### src/rtl/uart_pkg.sv
// rtl/uart_pkg.sv - shared encodings and default configuration for the UART receive controller
package uart_pkg;

  // Parity select as seen on cfg_parity / parity
  localparam logic [1:0] PAR_NONE  = 2'b00;
  localparam logic [1:0] PAR_ODD   = 2'b01;
  localparam logic [1:0] PAR_EVEN  = 2'b10;
  localparam logic [1:0] PAR_NONE2 = 2'b11;

  // Frame payload width codes (data plus parity bit)
  localparam logic [1:0] BITS_7 = 2'd0;
  localparam logic [1:0] BITS_8 = 2'd1;
  localparam logic [1:0] BITS_9 = 2'd2;

  // Baud select codes forwarded untouched to the baud rate generator
  localparam logic [1:0] BAUD_SEL_0 = 2'b00;
  localparam logic [1:0] BAUD_SEL_1 = 2'b01;
  localparam logic [1:0] BAUD_SEL_2 = 2'b10;
  localparam logic [1:0] BAUD_SEL_3 = 2'b11;

  // Controller state encoding
  localparam logic [0:0] ST_IDLE   = 1'b0;
  localparam logic [0:0] ST_ACTIVE = 1'b1;

  typedef struct packed {
    logic [1:0] parity;
    logic       stop_bit;
    logic       bits_num;
    logic [1:0] baud;
  } uart_cfg_t;

  // 8N1 at the highest baud select
  localparam uart_cfg_t CFG_DEFAULT = '{parity: PAR_NONE, stop_bit: 1'b0,
                                        bits_num: 1'b1, baud: BAUD_SEL_3};

endpackage

### src/rtl/uart_rx_ctrl_if.sv
// rtl/uart_rx_ctrl_if.sv - host read port of the UART receive controller
interface uart_rx_ctrl_if #(
  parameter int DEPTH = 4
);
  localparam int PTR_W = $clog2(DEPTH);

  logic             rd_valid;
  logic [7:0]       rd_data;
  logic             rd_perr;
  logic             rd_en;
  logic             overrun;
  logic             overrun_clr;
  logic [PTR_W:0]   fifo_level;

  // Host side: pops entries and clears the overrun flag
  modport master (
    input  rd_valid, rd_data, rd_perr, overrun, fifo_level,
    output rd_en, overrun_clr
  );

  // Controller side: presents the FIFO head and status
  modport slave (
    output rd_valid, rd_data, rd_perr, overrun, fifo_level,
    input  rd_en, overrun_clr
  );
endinterface

### src/rtl/uart_rx_fifo.sv
// rtl/uart_rx_fifo.sv - synchronous show-ahead FIFO for received frames
module uart_rx_fifo #(
  parameter int DEPTH = 4,
  parameter int WIDTH = 9
) (
  input  logic                       clk,
  input  logic                       reset,
  input  logic                       push,
  input  logic                       pop,
  input  logic [WIDTH-1:0]           din,
  output logic [WIDTH-1:0]           dout,
  output logic                       full,
  output logic                       empty,
  output logic [$clog2(DEPTH):0]     level
);
  localparam int PTR_W = $clog2(DEPTH);

  logic [WIDTH-1:0] mem [DEPTH];
  logic [PTR_W-1:0] wr_ptr;
  logic [PTR_W-1:0] rd_ptr;
  logic [PTR_W:0]   count;

  assign empty = (count == '0);
  assign full  = (count == (PTR_W+1)'(DEPTH));
  assign level = count;
  // Head is masked while empty so the read port idles at zero
  assign dout  = empty ? '0 : mem[rd_ptr];

  // Storage array; contents are only observable through a valid head
  always_ff @(posedge clk) begin
    if (push) mem[wr_ptr] <= din;
  end

  // Pointers wrap naturally because DEPTH is a power of two
  always_ff @(posedge clk or posedge reset) begin
    if (reset) begin
      wr_ptr <= '0;
      rd_ptr <= '0;
      count  <= '0;
    end else begin
      if (push) wr_ptr <= wr_ptr + PTR_W'(1);
      if (pop)  rd_ptr <= rd_ptr + PTR_W'(1);
      case ({push, pop})
        2'b10:   count <= count + (PTR_W+1)'(1);
        2'b01:   count <= count - (PTR_W+1)'(1);
        default: count <= count;
      endcase
    end
  end
endmodule

### src/rtl/uart_rx_ctrl.sv
// rtl/uart_rx_ctrl.sv - UART receive control/buffering; optional error counters via UART_RX_ERR_CNT_EN
module uart_rx_ctrl
  import uart_pkg::*;
#(
  parameter int DEPTH = 4
) (
  input  logic        clk,
  input  logic        reset,
  input  logic        cfg_wr,
  input  logic [1:0]  cfg_parity,
  input  logic        cfg_stop_bit,
  input  logic        cfg_bits_num,
  input  logic [1:0]  cfg_baud,
  input  logic        rx_line,
  input  logic        rx_complete,
  input  logic [8:0]  rx_frame,
  output logic [1:0]  parity,
  output logic        stop_bit,
  output logic        bits_num,
  output logic [1:0]  baud_rate,
  output logic        cfg_pending,
  output logic        busy,
`ifdef UART_RX_ERR_CNT_EN
  output logic [7:0]  perr_count,
  output logic [7:0]  drop_count,
`endif
  uart_rx_ctrl_if.slave host
);
  localparam int PTR_W = $clog2(DEPTH);

  logic [0:0] state_q;
  uart_cfg_t  cfg_q;
  uart_cfg_t  shadow_q;
  uart_cfg_t  cfg_new;
  logic       pending_q;
  logic       overrun_q;
  logic       parity_on;
  logic       par_x;
  logic       perr;
  logic [7:0] data;
  logic       pbit;
  logic       fifo_full;
  logic       fifo_empty;
  logic       push;
  logic       pop;
  logic       drop;
  logic [8:0] head;

  assign cfg_new     = {cfg_parity, cfg_stop_bit, cfg_bits_num, cfg_baud};
  assign parity      = cfg_q.parity;
  assign stop_bit    = cfg_q.stop_bit;
  assign bits_num    = cfg_q.bits_num;
  assign baud_rate   = cfg_q.baud;
  assign cfg_pending = pending_q;
  assign busy        = (state_q == ST_ACTIVE);

  // Frame tracking: a low line in IDLE is a start bit, the receiver's completion ends it
  always_ff @(posedge clk or posedge reset) begin
    if (reset)                                      state_q <= ST_IDLE;
    else if (state_q == ST_IDLE && !rx_line)        state_q <= ST_ACTIVE;
    else if (state_q == ST_ACTIVE && rx_complete)   state_q <= ST_IDLE;
  end

  // Config apply: immediate only when the line is quiet, otherwise shadowed until frame end
  always_ff @(posedge clk or posedge reset) begin
    if (reset) begin
      cfg_q     <= CFG_DEFAULT;
      shadow_q  <= CFG_DEFAULT;
      pending_q <= 1'b0;
    end else if (pending_q && rx_complete) begin
      cfg_q     <= cfg_wr ? cfg_new : shadow_q;
      pending_q <= 1'b0;
    end else if (cfg_wr) begin
      if (state_q == ST_IDLE && rx_line) begin
        cfg_q <= cfg_new;
      end else begin
        shadow_q  <= cfg_new;
        pending_q <= 1'b1;
      end
    end
  end

  // Data extraction and parity check against the config active at capture time
  always_comb begin
    parity_on = (cfg_q.parity == PAR_ODD) || (cfg_q.parity == PAR_EVEN);
    if (!cfg_q.bits_num) begin
      data = {1'b0, rx_frame[6:0]};
      pbit = rx_frame[7];
    end else begin
      data = rx_frame[7:0];
      pbit = rx_frame[8];
    end
    par_x = (^data) ^ pbit;
    perr  = 1'b0;
    if (parity_on) perr = (cfg_q.parity == PAR_ODD) ? ~par_x : par_x;
  end

  // A push into a full FIFO is only allowed when the head leaves in the same cycle
  assign pop  = host.rd_en && !fifo_empty;
  assign drop = rx_complete && fifo_full && !pop;
  assign push = rx_complete && !drop;

  uart_rx_fifo #(.DEPTH(DEPTH), .WIDTH(9)) u_fifo (
    .clk   (clk),
    .reset (reset),
    .push  (push),
    .pop   (pop),
    .din   ({perr, data}),
    .dout  (head),
    .full  (fifo_full),
    .empty (fifo_empty),
    .level (host.fifo_level)
  );

  assign host.rd_valid = !fifo_empty;
  assign host.rd_data  = head[7:0];
  assign host.rd_perr  = head[8];
  assign host.overrun  = overrun_q;

  // Sticky overrun; a new drop outranks a simultaneous clear
  always_ff @(posedge clk or posedge reset) begin
    if (reset)                 overrun_q <= 1'b0;
    else if (drop)             overrun_q <= 1'b1;
    else if (host.overrun_clr) overrun_q <= 1'b0;
  end

`ifdef UART_RX_ERR_CNT_EN
  // Saturating error statistics, cleared together with the overrun flag
  always_ff @(posedge clk or posedge reset) begin
    if (reset) begin
      perr_count <= 8'd0;
      drop_count <= 8'd0;
    end else if (host.overrun_clr) begin
      perr_count <= 8'd0;
      drop_count <= 8'd0;
    end else begin
      if (push && perr && perr_count != 8'hFF) perr_count <= perr_count + 8'd1;
      if (drop && drop_count != 8'hFF)         drop_count <= drop_count + 8'd1;
    end
  end
`endif

  logic unused_ok;
  assign unused_ok = &{1'b0, PTR_W[0]};
endmodule
### src/flat_wrapper.sv
// flat-port wrapper written by rule: the top's interface ports become plain ports
module uart_rx_ctrl_flat import uart_pkg::*;
#(
  parameter int DEPTH = 4
)
  (clk, reset, cfg_wr, cfg_parity, cfg_stop_bit, cfg_bits_num, cfg_baud, rx_line, rx_complete, rx_frame, parity, stop_bit, bits_num, baud_rate, cfg_pending, busy, host_rd_valid, host_rd_data, host_rd_perr, host_overrun, host_fifo_level, host_rd_en, host_overrun_clr);
  uart_rx_ctrl_if #(.DEPTH(DEPTH)) host_i ();
  input  logic clk;
  input  logic reset;
  input  logic cfg_wr;
  input  logic [1:0] cfg_parity;
  input  logic cfg_stop_bit;
  input  logic cfg_bits_num;
  input  logic [1:0] cfg_baud;
  input  logic rx_line;
  input  logic rx_complete;
  input  logic [8:0] rx_frame;
  output logic [1:0] parity;
  output logic stop_bit;
  output logic bits_num;
  output logic [1:0] baud_rate;
  output logic cfg_pending;
  output logic busy;
  output wire logic [$bits(host_i.rd_valid)-1:0] host_rd_valid;
  output wire logic [$bits(host_i.rd_data)-1:0] host_rd_data;
  output wire logic [$bits(host_i.rd_perr)-1:0] host_rd_perr;
  output wire logic [$bits(host_i.overrun)-1:0] host_overrun;
  output wire logic [$bits(host_i.fifo_level)-1:0] host_fifo_level;
  input wire logic [$bits(host_i.rd_en)-1:0] host_rd_en;
  input wire logic [$bits(host_i.overrun_clr)-1:0] host_overrun_clr;
  assign host_rd_valid = host_i.rd_valid;
  assign host_rd_data = host_i.rd_data;
  assign host_rd_perr = host_i.rd_perr;
  assign host_overrun = host_i.overrun;
  assign host_fifo_level = host_i.fifo_level;
  assign host_i.rd_en = host_rd_en;
  assign host_i.overrun_clr = host_overrun_clr;
  uart_rx_ctrl #(.DEPTH(DEPTH)) u_core (.clk(clk), .reset(reset), .cfg_wr(cfg_wr), .cfg_parity(cfg_parity), .cfg_stop_bit(cfg_stop_bit), .cfg_bits_num(cfg_bits_num), .cfg_baud(cfg_baud), .rx_line(rx_line), .rx_complete(rx_complete), .rx_frame(rx_frame), .parity(parity), .stop_bit(stop_bit), .bits_num(bits_num), .baud_rate(baud_rate), .cfg_pending(cfg_pending), .busy(busy), .host(host_i));
endmodule
### config.mk
export PLATFORM = sky130hd
export DESIGN_NAME = uart_rx_ctrl_flat
export DESIGN_NICKNAME = d
export VERILOG_FILES = /design/src/rtl/uart_pkg.sv /design/src/rtl/uart_rx_ctrl_if.sv /design/src/rtl/uart_rx_fifo.sv /design/src/rtl/uart_rx_ctrl.sv /design/src/flat_wrapper.sv
export SDC_FILE = /design/constraint.sdc
export NUM_CORES = 1
export LEC_CHECK = 0
export ABC_AREA = 1
export BUFFER_PORTS_ARGS = -buffer_cell sky130_fd_sc_hd__buf_2
export CAP_MARGIN = 20
export CORE_AREA = 4 4 87 89
export CTS_CLUSTER_DIAMETER = 150
export DETAILED_ROUTE_END_ITERATION = 8
export DIE_AREA = 0 0 91 93
export HOLD_SLACK_MARGIN = 0.03
export SYNTH_ARGS = -nofsm -noshare
export SYNTH_HDL_FRONTEND = slang
export SYNTH_HIERARCHICAL = 1
export SYNTH_SLANG_ARGS = --single-unit
### constraint.sdc
create_clock -name clk -period 3.8 [get_ports clk]
set_clock_uncertainty 0.05 [all_clocks]
set_input_delay 0.57 -clock clk [delete_from_list [all_inputs] [get_ports clk]]
set_output_delay 0.57 -clock clk [all_outputs]
set_load 0.02 [all_outputs]
After elaboration in Yosys (flattened, before gate mapping)
Memories as Yosys holds them, arrays and structs flattened.
Cells that the tools add are included.

word-level totals
  register bits after elaboration = 22
  memory bits (writable) = 36
  input bits = 22
  output and inout bits = 22
  memories kept = 1

operators by class
  $add $sub $neg = 4
  eq/ne operators = 6
  multiplexer cells = 19
  bitwise operators = 5
  reductions and logical operators = 23

memories
  name               words  width  read ports  clocked after Yosys merged registers in  write ports  line                source
  u_core.u_fifo.mem  4      9      1           0                                        1            uart_rx_fifo.sv:18  logic [WIDTH-1:0] mem [DEPTH];

operator list
  kind                                                                   count
  6-bit 2-to-1 mux                                                       4
  1-bit 2-to-1 mux                                                       12
  2-bit nonzero test                                                     5
  9-bit 2-to-1 mux                                                       1
  1-bit logical AND                                                      8
  8-bit 2-to-1 mux                                                       1
  8-bit parity                                                           1
  3-bit case mux with 2 select lines                                     1
  2-bit by 1-bit adder with 2-bit output, second input constant          2
  2-bit by 1-bit equality test with 1-bit output, second input constant  2
  2-bit equality test, second input constant                             2
  1-bit zero test                                                        4
  1-bit inverter                                                         4
  2-bit AND reduction                                                    2
  3-bit by 1-bit adder with 3-bit output, second input constant          1
  3-bit equality test, second input constant                             1
  3-bit zero test                                                        1
  3-bit AND reduction                                                    1
  3-bit by 1-bit subtractor with 3-bit output, second input constant     1
  2-bit by 1-bit != test with 1-bit output, second input constant        1
  1-bit logical OR                                                       1
  1-bit XOR                                                              1

Longest topological paths before layout
Gate-level depths: netlist of run 1.

  depth after elaboration = 9
  mapped depth = 14
  depth with buffers taken out = 13

Cells and area by module
The synthesis of run 1 kept the hierarchy.

by module, submodules not included
  module        instances  cells each  area an instance (um2)  seq. area each (um2)
  uart_rx_fifo  1          190         1,954.4                 1,256.2
  uart_rx_ctrl  1          132         1,024.7                 382.9

Worst setup path after synthesis of run 1
OpenSTA, ideal clock, no wires.

  kind = flip-flop to flip-flop
  from = reg u_core.u_fifo.count[0], in the netlist u_core/u_fifo/level[0]
  to = reg u_core.u_fifo.count[2], in the netlist u_core/u_fifo/level[2]
  arrival = 2.178 ns
  data required time = 3.632 ns
  setup slack = 1.455 ns
  cell stages (with the launch flop) = 14
  buffers on the path = 1
  clock period less this slack = 2.345 ns
  cell sequence = dfrtp_1 nor3_4 nor2_1 inv_1 a21oi_1 buf_2 inv_1 ha_1 inv_1 fa_1 nand2_1 nand3_1 nand2_1 nand2_1

between the ends
  longest elaborated chain between the ends = 9

ends and longest elaborated chain
  what                                                                                   line                 source
  start: declaration                                                                     uart_rx_fifo.sv:21   logic [PTR_W:0] count;
  start signal: assignment                                                               uart_rx_fifo.sv:44   2'b10: count <= count + (PTR_W+1)'(1);
  start signal: assignment                                                               uart_rx_fifo.sv:45   2'b01: count <= count - (PTR_W+1)'(1);
  start signal: assignment                                                               uart_rx_fifo.sv:46   default: count <= count;
  3-bit zero test (*)                                                                    uart_rx_fifo.sv:23   assign empty = (count == '0);
  net u_core.fifo_empty                                                                  uart_rx_ctrl.sv:43   logic fifo_empty;
  1-bit zero test (*)                                                                    uart_rx_ctrl.sv:99   assign pop = host.rd_en && !fifo_empty;
  1-bit logical AND (*)                                                                  uart_rx_ctrl.sv:99
  net u_core.pop                                                                         uart_rx_ctrl.sv:45   logic pop;
  1-bit zero test (*)                                                                    uart_rx_ctrl.sv:100  assign drop = rx_complete && fifo_full && !pop;
  1-bit logical AND (*)                                                                  uart_rx_ctrl.sv:100
  1-bit zero test (*)                                                                    uart_rx_ctrl.sv:101  assign push = rx_complete && !drop;
  1-bit logical AND (*)                                                                  uart_rx_ctrl.sv:101
  net u_core.push                                                                        uart_rx_ctrl.sv:44   logic push;
  2-bit by 1-bit equality test with 1-bit output or 2-bit equality test (tied branches)  uart_rx_fifo.sv:43   case ({push, pop})
  3-bit case mux with 2 select lines or 2-bit nonzero test (tied branches)               n/a

The timed path passes the listed nets; every way through them passes the cells marked *.
A chain may end at the register's enable or synchronous reset.

Worst setup path after layout of run 1
Same ends and word-level chain as after synthesis.

==> flow_summary.json, run 1 <==
{
  "vias_per_cell": 4.56,
  "gp_congestion": 0.771,
  "layout_commonest_cell": "nand2_1",
  "multi_input_area_um2": 931,
  "clock_path_buffers": 2,
  "yosysSeqAreaShare": 0.550,
  "crit_path_max_fanout": 11,
  "final_cell_mix": "nand2_1, inv_1, buf_2",
  "timing.rr.end": "u_core/u_fifo/level[2]$_DFFE_PP0P_",
  "cts-root-buf": "clkbuf_8",
  "fin_crit_ns": 2.60,
  "grt_overflow_total": 0,
  "cts_hold_buf": 0,
  "diodes": 0,
  "syn2layout_area_growth_pct": 16.8,
  "postCtsSetupBuffers": 0,
  "r2r_cells": 12,
  "grt_pass1_wl_mm": 9.22,
  "crit_slowest_cell": "nor3_4",
  "critPathTopFamily": "simple AND/OR/NAND/NOR gates",
  "drt_iter0_drc": 83,
  "crit_start": "u_core/u_fifo/level[0]$_DFFE_PP0P_",
  "cts_sinks": 58,
  "die_y_um": 93,
  "core_um2": 6760,
  "use_met2": 0.232,
  "syn_avg_cell_area_um2": 9.25,
  "cts_max_level": 3,
  "irDropWorstVdd_uv": 282,
  "ys_types": 30,
  "drcViolationCount": 0,
  "fin_nets": 398,
  "grt_pass1_vias": 1950,
  "wl_mm": 5.53,
  "start_util": 0.441,
  "num_vias": 2071,
  "final.setup.tns_ns": 0,
  "critPathCaptureType": "register",
  "die_width_um": 91,
  "slew_headroom": 0.612,
  "status": "complete, no violations",
  "met3_usage": 0.0290,
  "synth_cells": 322,
  "slew_viol_final": 0,
  "grt_antenna_before_repair": 0,
  "port_buffers": 43,
  "grt_use_total": 0.141,
  "rrSetupSlack_ns": 1.20,
  "post_drt_wl_per_cell_um": 12.2,
  "dieArea_um2": 8460,
  "crit_end": "u_core/u_fifo/level[2]$_DFFE_PP0P_",
  "fin_crit_sh": 0.684,
  "crit_chain": "nor3_4, nor2_1, inv_1, a21oi_1, inv_1, ha_1, inv_1, fa_1, nand2_1, nand3_1, nand2_1, nand2_1",
  "dr.pass1.iters": 4,
  "max_cap_viol_count": 0,
  "final_util": 0.515,
  "numCtsBuffers": 9,
  "hold_viol": 0,
  "max_freq_ghz": 0.385,
  "setup_viol": 0,
  "synth_nets": 351,
  "ant_nets": 0,
  "worst_slew_pin_slew_ns": 0.582,
  "p_leak_uw": 0.00179,
  "grt_most_used_layer": "met2",
  "slowest_delay_ns": 0.49,
  "crit_type": "register to register",
  "timing.hold.ws_ns": 0.136,
  "syn_area_um2": 2980,
  "yosysWarnings": 6,
  "critPathLaunchType": "register",
  "path_depth": 12,
  "worstPathArrival_ns": 2.77,
  "tritoncts": "done",
  "cts.reportedPaths.clkPinSlew_ns": 0.07,
  "seq_area_um2": 1640,
  "dp_hpwl_mm": 3.84,
  "drive_above_1_share": 0.238,
  "grt_max_degree": 22,
  "power_density_nw_per_um2": 762,
  "cts_resized": 0,
  "ios": 44,
  "grt_use_met1": 0.175,
  "worstHoldPathType": "input pin to async pin",
  "clock_latency_ns": 0.33,
  "required_ns": 3.97,
  "rows": 30,
  "rsz0062_at_grt": "false",
  "r2r-start": "u_core/u_fifo/level[0]$_DFFE_PP0P_",
  "fillers": 639,
  "worst-path-buf-inv": 3,
  "ys_seq_elements": 58
}
where the power goes:
| group | internal (uW) | switching [uW] | total, uW |
|---|---|---|---|
| logic | 311 | 636 | 948 |
| registers | 854 | 99.6 | 954 |
| clock network | 502 | 249 | 751 |
| total | 1670 | 985 | 2650 |
synth_stat cells (all sizes together):
cell	instances	area, um2
nor2	3	35.0
nand2	93	354
edfxtp	36	1080
bufbuf	1	32.5
o211ai	6	65.1
nand4	1	6.26
fa	1	20.0
nand3	25	125
xor2	3	26.3
buf	7	53.8
nor3	2	21.3
inv	86	323
a21oi	13	76.3
dfrtp	16	400
dfstp	6	158
ha	6	75.1
o21ai	16	118
xnor2	1	8.76
logic make-up (layout without fill, tap and decap cells):
kind of cell               Yosys count  after routing  synth area share
xor gates and xnor gates             4              4            0.0118
and+or+nand+nor                    124            124             0.182
DFF                                 58             58             0.550
AOI/OAI and AO/OA                   35             35            0.0869
adders and majority gates            7              7            0.0319
buffers and inverters               94            146             0.137
worst min-delay path by stage:
stage                                                from                                 end  slack [ns]  cells after the start
final                                               reset  u_core/u_fifo/level[0]$_DFFE_PP0P_        0.14                      2
after global routing                                reset  u_core/u_fifo/level[0]$_DFFE_PP0P_        0.14                      2
after CTS                                           reset  u_core/u_fifo/level[0]$_DFFE_PP0P_        0.13                      2
after detailed placement   u_core/shadow_q[4]$_DFFE_PP0P_      u_core/shadow_q[4]$_DFFE_PP0P_        0.42                      2
after global placement    u_core/baud_rate[1]$_DFFE_PP1P_     u_core/baud_rate[1]$_DFFE_PP1P_        0.42                      2
after floorplan                                     reset  u_core/u_fifo/level[0]$_DFFE_PP0P_        0.32                      1
sequential cells by signal (all words and copies together) (netlist names):
signal / cells
u_core/baud_rate: 2
u_core/bits_num: 1
u_core/host.overrun: 1
u_core/u_fifo/rd_ptr: 2
u_core/parity: 2
u_core/shadow_q: 6
u_core/u_fifo/level: 3
u_core/cfg_pending: 1
u_core/u_fifo/mem: 36
u_core/u_fifo/wr_ptr: 2
u_core/stop_bit: 1
u_core/busy: 1
per-stage QoR:
step	instance area [um2]	setup slack, ns	instances	power, uW
after floorplan	2980	1.45	322	1660
after global placement	3220	1.26	438	1910
after detailed placement	3220	1.18	438	1930
after CTS	3480	1.15	454	2690
after global routing	3480	0.964	454	2830
final	3480	1.20	454	2650
area by class of cell:
| class | count | share of cell area |
|---|---|---|
| flip-flops and latches | 58 | 0.471 |
| multi-input cells | 170 | 0.268 |
| well taps | 80 | 0.0288 |
| inverters | 86 | 0.0928 |
| clock buffers | 9 | 0.0356 |
| repair buffers | 44 | 0.0640 |
| clock inverters | 7 | 0.0403 |
metal layers:
metal	up-vias	part of all wire
met5	-	0
met1	935	0.46
li1	1088	-
met2	39	0.48
met3	9	0.036
met4	0	0.017
worst register-to-register path: stages, from the launching register on:
cell,delay [ns]
dfrtp_1,0.46
nor3_4,0.50
nor2_1,0.20
inv_1,0.11
a21oi_1,0.17
inv_1,0.10
ha_1,0.16
inv_1,0.07
fa_1,0.38
nand2_1,0.10
nand3_1,0.08
nand2_1,0.06
nand2_1,0.04
No activity file was read; power rests on OpenSTA's default activity.
==> run 2, diff against run 1 <==
==> constraint.sdc (replaced) <==
create_clock -name clk -period 2.49 [get_ports clk]
set_clock_uncertainty 0.05 [all_clocks]
set_input_delay 0.3735 -clock clk [delete_from_list [all_inputs] [get_ports clk]]
set_output_delay 0.3735 -clock clk [all_outputs]
set_load 0.02 [all_outputs]
==> run 2 against run 1 <==
Net effect:
- register-to-register slack worse by 0.85 ns
- hold slack improved by 0.044 ns
- utilization decreased by 0.80 points
- first-iteration DRC count shrank 1.2%
- combinational power grew 58%
- non-clock buffer count up 4
- largest power group is now combinational logic
- clock power rose by 5.1%
==> flow_summary.json, run 2 (synthesis gave the netlist of run 1 again) <==
{
  "crit_path_max_fanout": 5,
  "required_ns": 2.68,
  "drive_above_1_share": 0.233,
  "port_buffers": 43,
  "min_from": "host_overrun_clr",
  "core_um2": 6760,
  "r2r_cells": 9,
  "crit_type": "register to register",
  "grt_pass1_wl_mm": 9.20,
  "power_density_nw_per_um2": 1090,
  "numCtsBuffers": 9,
  "status": "complete, no violations",
  "start_util": 0.441,
  "die_y_um": 93,
  "post_drt_wl_per_cell_um": 12.1,
  "num_vias": 2077,
  "final.setup.tns_ns": 0,
  "worstPathArrival_ns": 2.33,
  "fin_crit_ns": 2.14,
  "dieArea_um2": 8460,
  "crit_slowest_cell": "dfrtp_1",
  "cts-root-buf": "clkbuf_8",
  "cts_sinks": 58,
  "grt_use_met1": 0.162,
  "gp_congestion": 0.732,
  "syn2layout_area_growth_pct": 15.0,
  "rsz0062_at_grt": "false",
  "wl_mm": 5.52,
  "drcViolationCount": 0,
  "max_freq_ghz": 0.468,
  "use_met2": 0.242,
  "tritoncts": "done",
  "layout_commonest_cell": "nand2_1",
  "dr.pass1.iters": 5,
  "fin_crit_sh": 0.859,
  "max_cap_viol_count": 0,
  "die_width_um": 91,
  "r2r-start": "u_core/u_fifo/level[0]$_DFFE_PP0P_",
  "setup_viol": 0,
  "irDropWorstVdd_uv": 368,
  "drt_iter0_drc": 82,
  "worstHoldPathType": "input pin to register",
  "grt_antenna_before_repair": 0,
  "final_cell_mix": "nand2_1, inv_1, buf_2",
  "worst_slew_pin_slew_ns": 0.573,
  "ant_nets": 0,
  "critPathLaunchType": "register",
  "whs_path_depth": 2,
  "cts_max_level": 3,
  "critPathCaptureType": "register",
  "grt_pass1_vias": 2009,
  "ios": 44,
  "clock_path_buffers": 2,
  "cp_common_cell": "inv_1",
  "final_util": 0.507,
  "grt_use_total": 0.141,
  "stdcell_count": 458,
  "hold_viol": 0,
  "grt_most_used_layer": "met2",
  "slowest_delay_ns": 0.46,
  "dp_cells": 441,
  "p_leak_uw": 0.00177,
  "pre_cts_ws_ns": 0.356,
  "diodes": 0,
  "crit_chain": "nor3_4, nor2_1, inv_1, a21oi_1, inv_1, ha_1, inv_1, fa_1, o21ai_0",
  "grt_overflow_total": 0,
  "clock_latency_ns": 0.32,
  "rows": 30,
  "largest-register": "u_core/u_fifo/mem",
  "cts.reportedPaths.clkPinSlew_ns": 0.06,
  "slew_viol_final": 0,
  "rrSetupSlack_ns": 0.35,
  "timing.rr.end": "u_core/u_fifo/level[1]$_DFFE_PP0P_",
  "layout_setup_ws_ns": 0.351,
  "slew_headroom": 0.618,
  "grt_max_degree": 22,
  "largest_reg_flops": 36,
  "min_to": "u_core/host.overrun$_DFFE_PP0P_",
  "dp_hpwl_mm": 3.92,
  "vias_per_cell": 4.53,
  "fin_nets": 402,
  "met3_usage": 0.0362
}
==> run 2: repair_timing <==
item                                   CTS  global route
buffers inserted                         0             0
endpoints found under the hold margin    7             0
hold buffers                             1             0
resized for setup                        0             0
==> run 2: through the flow <==
| step | total power (uW) | area [um2] | hold WS [ns] |
|---|---|---|---|
| 2_1_floorplan | 2530 | 2980 | 0.127 |
| 3_3_place_gp | 2930 | 3240 | 0.285 |
| 3_5_place_dp | 2970 | 3240 | 0.287 |
| 4_1_cts | 3790 | 3430 | 0.162 |
| 5_1_grt | 4000 | 3430 | 0.178 |
| 6_report | 3730 | 3430 | 0.180 |
==> run 2: cell type report <==
| type | instances | area, um2 |
|---|---|---|
| Tap cell | 80 | 100 |
| Inverter | 86 | 323 |
| Clock inverter | 4 | 42.5 |
| Multi-Input combinational cell | 170 | 931 |
| Sequential cell | 58 | 1640 |
| Timing Repair Buffer | 48 | 255 |
| Clock buffer | 12 | 135 |
| Fill cell | 642 | 3330 |
==> run 2: per-layer routing <==
layer  wire length (um)  share of wire
met4                106          0.019
met5                  0              0
met1               2480           0.45
met3                216          0.039
met2               2720           0.49
==> run 2: critical path: cells and delay by family, from the launching register on <==
kind	cells	cell delay, ns
adder cells (fa/ha/maj)	2	0.61
AND/OR/NAND/NOR	2	0.35
flip-flops	1	0.46
buffers and inverters	3	0.26
AO/OA/AOI/OAI	2	0.33
==> run 2: how the worst max path moves through the flow <==
stage / endpoint / from / depth (start not counted)
after global placement: u_core/u_fifo/level[1]$_DFFE_PP0P_ / u_core/u_fifo/level[0]$_DFFE_PP0P_ / 9
final: u_core/u_fifo/level[1]$_DFFE_PP0P_ / u_core/u_fifo/level[0]$_DFFE_PP0P_ / 9
after detailed placement: u_core/u_fifo/level[1]$_DFFE_PP0P_ / u_core/u_fifo/level[0]$_DFFE_PP0P_ / 9
after global routing: u_core/u_fifo/level[2]$_DFFE_PP0P_ / u_core/u_fifo/level[0]$_DFFE_PP0P_ / 13
after floorplan: u_core/u_fifo/level[2]$_DFFE_PP0P_ / u_core/u_fifo/level[0]$_DFFE_PP0P_ / 13
after CTS: u_core/u_fifo/level[1]$_DFFE_PP0P_ / u_core/u_fifo/level[0]$_DFFE_PP0P_ / 9
==> run 2: power breakdown <==
group / switching (uW) / internal [uW] / total [uW]
combinational: 996 / 499 / 1500
sequential: 143 / 1300 / 1450
clock: 335 / 455 / 789
total: 1470 / 2260 / 3730
